$ cat src/rtl/px_out_serializer_pkg.sv
// Shared definitions for the pixel output serializer: mode encodings,
// output byte width and the byte-sender FSM state type.
package px_out_serializer_pkg;

    localparam int BYTE_W = 8;
    localparam int NB_W   = 2;

    localparam logic [1:0] MODE_GRAY       = 2'b00;
    localparam logic [1:0] MODE_SOBEL      = 2'b01;
    localparam logic [1:0] MODE_GRAY_SOBEL = 2'b10;
    localparam logic [1:0] MODE_BYPASS     = 2'b11;

    typedef enum logic {
        ST_IDLE = 1'b0,
        ST_SEND = 1'b1
    } state_e;

    // RGB bypass carries three bytes; every other mode carries one.
    function automatic logic [NB_W-1:0] nbytes_for(input logic [1:0] mode);
        return (mode == MODE_BYPASS) ? NB_W'(3) : NB_W'(1);
    endfunction

endpackage

$ cat src/rtl/px_fifo.sv
// Synchronous FIFO with flush; a push into a full FIFO is accepted only when a
// pop happens in the same cycle.
module px_fifo #(
    parameter int WIDTH = 26,
    parameter int DEPTH = 4
) (
    input  logic                     clk_i,
    input  logic                     nreset_i,
    input  logic                     flush_i,
    input  logic                     push_i,
    input  logic [WIDTH-1:0]         wdata_i,
    input  logic                     pop_i,
    output logic [WIDTH-1:0]         rdata_o,
    output logic                     full_o,
    output logic                     empty_o,
    output logic [$clog2(DEPTH):0]   level_o
);
    localparam int AW = $clog2(DEPTH);
    localparam int LW = AW + 1;

    logic [WIDTH-1:0] mem_q [DEPTH];
    logic [AW-1:0]    wptr_q, wptr_d;
    logic [AW-1:0]    rptr_q, rptr_d;
    logic [LW-1:0]    level_q, level_d;
    logic             push_ok, pop_ok;

    assign empty_o = (level_q == '0);
    assign full_o  = (level_q == LW'(DEPTH));
    assign level_o = level_q;
    assign rdata_o = mem_q[rptr_q];

    assign pop_ok  = pop_i && !empty_o && !flush_i;
    assign push_ok = push_i && !flush_i && (!full_o || pop_ok);

    always_comb begin
        wptr_d  = wptr_q;
        rptr_d  = rptr_q;
        level_d = level_q;
        if (flush_i) begin
            wptr_d  = '0;
            rptr_d  = '0;
            level_d = '0;
        end else begin
            if (push_ok) wptr_d = wptr_q + AW'(1);
            if (pop_ok)  rptr_d = rptr_q + AW'(1);
            case ({push_ok, pop_ok})
                2'b10:   level_d = level_q + LW'(1);
                2'b01:   level_d = level_q - LW'(1);
                default: level_d = level_q;
            endcase
        end
    end

    always_ff @(posedge clk_i or negedge nreset_i) begin
        if (!nreset_i) begin
            wptr_q  <= '0;
            rptr_q  <= '0;
            level_q <= '0;
        end else begin
            wptr_q  <= wptr_d;
            rptr_q  <= rptr_d;
            level_q <= level_d;
        end
    end

    // Storage carries no reset; occupancy alone decides what is valid.
    always_ff @(posedge clk_i) begin
        if (push_ok) mem_q[wptr_q] <= wdata_i;
    end

endmodule

$ cat src/rtl/px_out_serializer.sv
// Buffers processed pixels and re-emits them LSB-first as 8-bit bytes over a
// valid/ack handshake; byte count per pixel is captured from mode_i at push.
module px_out_serializer
    import px_out_serializer_pkg::*;
#(
    parameter int PX_BITS    = 24,
    parameter int FIFO_DEPTH = 4
) (
    input  logic                          clk_i,
    input  logic                          nreset_i,
    input  logic                          clear_i,
    input  logic [1:0]                    mode_i,
    input  logic [PX_BITS-1:0]            px_i,
    input  logic                          px_valid_i,
    output logic [BYTE_W-1:0]             byte_o,
    output logic                          byte_valid_o,
    input  logic                          byte_ack_i,
    output logic [$clog2(FIFO_DEPTH):0]   level_o,
    output logic                          overflow_o
);
    localparam int ENTRY_W = PX_BITS + NB_W;

    state_e               state_q, state_d;
    logic [PX_BITS-1:0]   shift_q, shift_d;
    logic [NB_W-1:0]      cnt_q, cnt_d;
    logic                 ovf_q, ovf_d;

    logic                 pop;
    logic                 fifo_full, fifo_empty;
    logic [ENTRY_W-1:0]   head, wentry;

    assign wentry = {nbytes_for(mode_i), px_i};

    px_fifo #(
        .WIDTH (ENTRY_W),
        .DEPTH (FIFO_DEPTH)
    ) u_fifo (
        .clk_i    (clk_i),
        .nreset_i (nreset_i),
        .flush_i  (clear_i),
        .push_i   (px_valid_i),
        .wdata_i  (wentry),
        .pop_i    (pop),
        .rdata_o  (head),
        .full_o   (fifo_full),
        .empty_o  (fifo_empty),
        .level_o  (level_o)
    );

    assign byte_o       = shift_q[BYTE_W-1:0];
    assign byte_valid_o = (state_q == ST_SEND);
    assign overflow_o   = ovf_q;

    always_comb begin
        state_d = state_q;
        shift_d = shift_q;
        cnt_d   = cnt_q;
        pop     = 1'b0;
        case (state_q)
            ST_IDLE: begin
                if (!fifo_empty) begin
                    pop     = 1'b1;
                    shift_d = head[PX_BITS-1:0];
                    cnt_d   = head[ENTRY_W-1:PX_BITS];
                    state_d = ST_SEND;
                end
            end
            ST_SEND: begin
                if (byte_ack_i) begin
                    if (cnt_q > NB_W'(1)) begin
                        shift_d = shift_q >> BYTE_W;
                        cnt_d   = cnt_q - NB_W'(1);
                    end else if (!fifo_empty) begin
                        // Chain straight into the next pixel without an idle bubble.
                        pop     = 1'b1;
                        shift_d = head[PX_BITS-1:0];
                        cnt_d   = head[ENTRY_W-1:PX_BITS];
                    end else begin
                        state_d = ST_IDLE;
                    end
                end
            end
            default: state_d = ST_IDLE;
        endcase
        if (clear_i) begin
            state_d = ST_IDLE;
            pop     = 1'b0;
        end
    end

    always_comb begin
        ovf_d = ovf_q;
        if (clear_i) begin
            ovf_d = 1'b0;
        end else if (px_valid_i && fifo_full && !pop) begin
            ovf_d = 1'b1;
        end
    end

    always_ff @(posedge clk_i or negedge nreset_i) begin
        if (!nreset_i) begin
            state_q <= ST_IDLE;
            shift_q <= '0;
            cnt_q   <= '0;
            ovf_q   <= 1'b0;
        end else begin
            state_q <= state_d;
            shift_q <= shift_d;
            cnt_q   <= cnt_d;
            ovf_q   <= ovf_d;
        end
    end

endmodule

$ cat config.mk
export PLATFORM = sky130hd
export DESIGN_NAME = px_out_serializer
export DESIGN_NICKNAME = d
export VERILOG_FILES = /design/src/rtl/px_out_serializer_pkg.sv /design/src/rtl/px_fifo.sv /design/src/rtl/px_out_serializer.sv
export SDC_FILE = /design/constraint.sdc
export NUM_CORES = 1
export LEC_CHECK = 0
export BUFFER_PORTS_ARGS = -buffer_cell sky130_fd_sc_hd__buf_4
export CAP_MARGIN = 20
export CORE_MARGIN = 1.5
export CORE_UTILIZATION = 35
export CTS_CLUSTER_SIZE = 16
export DETAILED_ROUTE_END_ITERATION = 16
export GPL_TIMING_DRIVEN = 0
export PLACE_DENSITY = 0.61
export RECOVER_POWER = 25
export SETUP_SLACK_MARGIN = 0.1
export SLEW_MARGIN = 25
export SYNTH_ARGS = -nofsm -noshare
export SYNTH_HDL_FRONTEND = slang
export SYNTH_SLANG_ARGS = --single-unit
$ cat constraint.sdc
create_clock -name clk_i -period 2.95 [get_ports clk_i]
set_input_delay 0.885 -clock clk_i [delete_from_list [all_inputs] [get_ports clk_i]]
set_output_delay 0.885 -clock clk_i [all_outputs]
set_load 0.01 [all_outputs]
==> flow_results.xml <==
<?xml version="1.0" encoding="UTF-8"?>
<metrics>
  <group name="sta">
    <metric name="worst_slew_margin_rel" unit="%">-29.6</metric>
    <metric name="timing.final.crit_period" unit="ns">2.31</metric>
    <metric name="hold_slack" unit="ns">0.472</metric>
    <metric name="hold_viol_final" unit="">0</metric>
    <metric name="setup_viol_count_final" unit="">0</metric>
    <metric name="worst_slew_pin_slew" unit="ns">1.94</metric>
    <metric name="fin_worst_skew" unit="ns">0.0120</metric>
    <metric name="max_freq" unit="MHz">432</metric>
    <metric name="post-route-period-util" unit="%">78.4</metric>
    <metric name="rsz0062_at_grt" unit="">false</metric>
    <metric name="drv_slew" unit="">36</metric>
  </group>
  <group name="global_routing">
    <metric name="antenna_found_initial" unit="">0</metric>
    <metric name="busiest_layer" unit="">met2</metric>
    <metric name="largest_net_degree_at_the_start_of_global_routing" unit="">36</metric>
    <metric name="grt_use_met3" unit="%">3.60</metric>
    <metric name="first_global_vias" unit="">2852</metric>
    <metric name="grt.total_usage" unit="%">13.4</metric>
    <metric name="met1_capacity_usage_during_global_routing" unit="%">18.5</metric>
    <metric name="global_route.overflow_total" unit="">0</metric>
    <metric name="met2_usage" unit="%">20.6</metric>
    <metric name="wire_length_of_the_first_global_routing_pass" unit="microns">16000</metric>
  </group>
  <group name="cts">
    <metric name="cts_tree" unit="">yes</metric>
    <metric name="ctsRootBufferMaster" unit="">clkbuf_16</metric>
    <metric name="cts_hold_buffers" unit="">0</metric>
    <metric name="cts_resized" unit="">0</metric>
    <metric name="clk_transition_reported_paths" unit="ns">0.06</metric>
    <metric name="h_tree_levels" unit="">4</metric>
    <metric name="post-cts-setup-buffers" unit="">0</metric>
    <metric name="clock_tree.buffer_depth" unit="">2</metric>
    <metric name="tritoncts.num_buffers" unit="">17</metric>
    <metric name="clock_insertion_delay_worst_skew" unit="ns">0.41</metric>
    <metric name="clock-sinks" unit="">135</metric>
  </group>
  <group name="detailed_routing">
    <metric name="ant_nets" unit="">0</metric>
    <metric name="total_number_of_vias" unit="">2850</metric>
    <metric name="wire_length_reported_by_the_detailed_router" unit="microns">10100</metric>
    <metric name="dr.first_iter.drc_count" unit="">223</metric>
    <metric name="avgViaCountPerCell" unit="">5.02</metric>
    <metric name="remaining_drc_errors" unit="">0</metric>
    <metric name="drt_first_pass_iters" unit="">4</metric>
    <metric name="wl_per_cell" unit="microns">17.8</metric>
  </group>
  <group name="synth">
    <metric name="synthesis.area" unit="sq um">5430</metric>
    <metric name="synthesis_warnings" unit="">0</metric>
    <metric name="synth-edff-count" unit="">100</metric>
    <metric name="distinct_cell_type_count_of_the_synthesized_netlist" unit="">42</metric>
    <metric name="async_flop_share" unit="%">25.9</metric>
    <metric name="syn_avg_cell_area" unit="sq um">17.8</metric>
    <metric name="synth_ff_type" unit="">edfxtp_1</metric>
    <metric name="synthesis.instances" unit="">305</metric>
    <metric name="syn-num-nets" unit="">341</metric>
    <metric name="synth-seq-area-share" unit="%">71.4</metric>
    <metric name="ys_seq_elements" unit="">135</metric>
  </group>
  <group name="floorplan">
    <metric name="initial_core_util" unit="%">35.7</metric>
    <metric name="die-width" unit="microns">128</metric>
    <metric name="die_area" unit="sq um">16300</metric>
    <metric name="core" unit="sq um">15200</metric>
    <metric name="num_rows" unit="">45</metric>
    <metric name="io_pins" unit="">44</metric>
    <metric name="die_h" unit="microns">128</metric>
  </group>
  <group name="worst_setup_path">
    <metric name="worstPathRequired" unit="ns">3.30</metric>
    <metric name="worstSetupPathType" unit="">reg2reg</metric>
    <metric name="critical_path.slowest_cell" unit="">dfrtp_1</metric>
    <metric name="r2r_setup_slack" unit="ns">0.64</metric>
    <metric name="end_kind" unit="">flop</metric>
    <metric name="timing.critical_path.arrival" unit="ns">2.66</metric>
    <metric name="critPathMaxStageDelay" unit="ns">0.47</metric>
    <metric name="critical_path.cell_chain" unit="">nor3_4 &gt; a21o_1 &gt; buf_4 &gt; nor3_1 &gt; fa_1 &gt; nor3b_1 &gt; mux2i_1 &gt; nand3_1</metric>
    <metric name="path_max_fanout" unit="">10</metric>
    <metric name="setup.worst_path.start_class" unit="">flop</metric>
  </group>
  <group name="placed_design">
    <metric name="placed_wire_length_estimate" unit="microns">6250</metric>
    <metric name="globalplace.congestion" unit="">0.745</metric>
    <metric name="place.port_buffers" unit="">43</metric>
  </group>
  <group name="pwr">
    <metric name="internal-power" unit="mW">4.54</metric>
    <metric name="clockPowerShare" unit="%">32.7</metric>
    <metric name="pwr-share-seq" unit="%">39.3</metric>
    <metric name="fin_total_pwr" unit="mW">6.38</metric>
    <metric name="power.share.combinational" unit="%">28.0</metric>
    <metric name="power_switching_share" unit="%">28.9</metric>
    <metric name="leakage" unit="nW">2.38</metric>
    <metric name="ir_drop" unit="mV">0.522</metric>
    <metric name="power_density" unit="nW/um^2">979</metric>
    <metric name="switching_power" unit="mW">1.84</metric>
  </group>
  <group name="outcome">
    <metric name="status" unit="">complete, but fails checks</metric>
    <metric name="violated_checks" unit="">max-capacitance violations, max-slew violations</metric>
  </group>
  <group name="final_layout">
    <metric name="num-nets-final" unit="">403</metric>
    <metric name="finalCoreUtilization" unit="%">42.9</metric>
    <metric name="fraction_of_final_layout_cells_sized_beyond_drive_strength_1" unit="%">27.9</metric>
    <metric name="num_antenna_cells" unit="">0</metric>
    <metric name="syn_to_final_growth" unit="%">20.0</metric>
  </group>
  <group name="min_path">
    <metric name="min_path_type" unit="">reg2reg</metric>
  </group>
  <group name="run">
    <metric name="max-cap-violations" unit="">1</metric>
  </group>
</metrics>
==> cell type report <==
cell class	count	area, sq um
fill	1379	8680
sequential	135	3880
multi-input combinational	143	1360
clock buffer	17	425
timing repair buffer	43	259
tap	188	235
buffer	22	180
clock inverter	15	161
inverter	5	18.8
==> critical path: cells and delay by family (launching register included) <==
kind,cells,cell delay (ns)
simple gates,4,0.82
buf+inv,1,0.20
compound gates,1,0.21
fa+ha+maj,1,0.44
flops,1,0.47
mux,1,0.10
==> placed cells by master (no fill, tap or decap), types with 4 or more instances in the layout <==
master        n
nor2_1       19
and2_2        4
inv_1         4
mux4_1        7
clkinvlp_4    4
o21ai_0       4
edfxtp_1    100
nand2_1      24
mux4_2       18
ha_1          4
clkbuf_16    17
buf_2         4
clkbuf_1     20
a22o_1        8
a22oi_1      12
clkinv_2      5
o22ai_1       6
dfrtp_1      35
buf_4        36
==> worst paths after layout <==
check                                    endpoint              start  cells past startpoint
worst min-delay path                   shift_q[0]         shift_q[8]                      2
min in group asynchronous              shift_q[6]           nreset_i                      1
worst max-delay path            u_fifo.level_o[2]  u_fifo.level_o[2]                      8
worst min register to register         shift_q[0]         shift_q[8]                      2
max in group asynchronous              shift_q[0]           nreset_i                      1
worst max register to register  u_fifo.level_o[2]  u_fifo.level_o[2]                      8
==> per-layer routing <==
metal | vias up | wire length [microns]
met5 | - | 0
met4 | 0 | 59
met3 | 4 | 462
met2 | 65 | 4860
met1 | 1468 | 4720
li1 | 1313 | -
==> power by group through the flow <==
stage	Clock [mW]	Sequential, mW	Combinational [mW]
floorplan	0	2.50	1.32
global placement	0	2.53	1.78
finish	2.08	2.51	1.79
global route	2.19	2.54	1.97
detailed placement	0	2.55	1.82
CTS	2.12	2.51	1.83
==> sequential cells by signal, indices dropped and copies added, names as in the netlist <==
register,cells
cnt_q,2
u_fifo.mem_q,100
u_fifo.wptr_q,2
u_fifo.level_o,3
shift_q,24
overflow_o,1
byte_valid_o,1
u_fifo.rptr_q,2
==> logic make-up after synthesis <==
group / share of synthesized area, %
adders and majority gates: 1.29
muxes: 11.5
AOI/OAI and AO/OA: 5.74
DFF: 71.4
xor gates and xnor gates: 0.322
buffers and inverters: 3.66
and+or+nand+nor: 6.10
==> through the flow <==
step           worst slack (ns)  TNS (ns)  std cells  cell area (sq um)
2_1_floorplan             0.551         0        305               5430
3_3_place_gp             -0.173    -16.64        536               5990
3_5_place_dp              0.240         0        536               6000
4_1_cts                   0.645         0        568               6580
5_1_grt                   0.393         0        568               6520
6_report                  0.637         0        568               6520
==> synth_stat cells, types with 2 or more instances <==
cell	instances	area share (%)
a21oi_1	3	0.28
a21oi_2	2	0.32
a22o_1	8	1.3
a22oi_1	12	1.7
and2_1	5	0.58
and3_1	2	0.23
buf_12	2	0.74
buf_2	4	0.37
buf_4	10	1.4
buf_6	3	0.62
clkbuf_1	3	0.21
dfrtp_1	35	16
edfxtp_1	100	55
ha_1	4	0.92
inv_1	4	0.28
mux2i_1	2	0.37
mux4_1	7	3.4
mux4_2	18	7.5
nand2_1	24	1.7
nand2b_1	3	0.35
nand3_1	3	0.28
nor2_1	19	1.3
nor3_1	3	0.28
nor3b_1	2	0.28
o21ai_0	4	0.37
o22ai_1	6	0.69
xnor2_1	2	0.32
No activity file was read; power rests on OpenSTA's default activity.
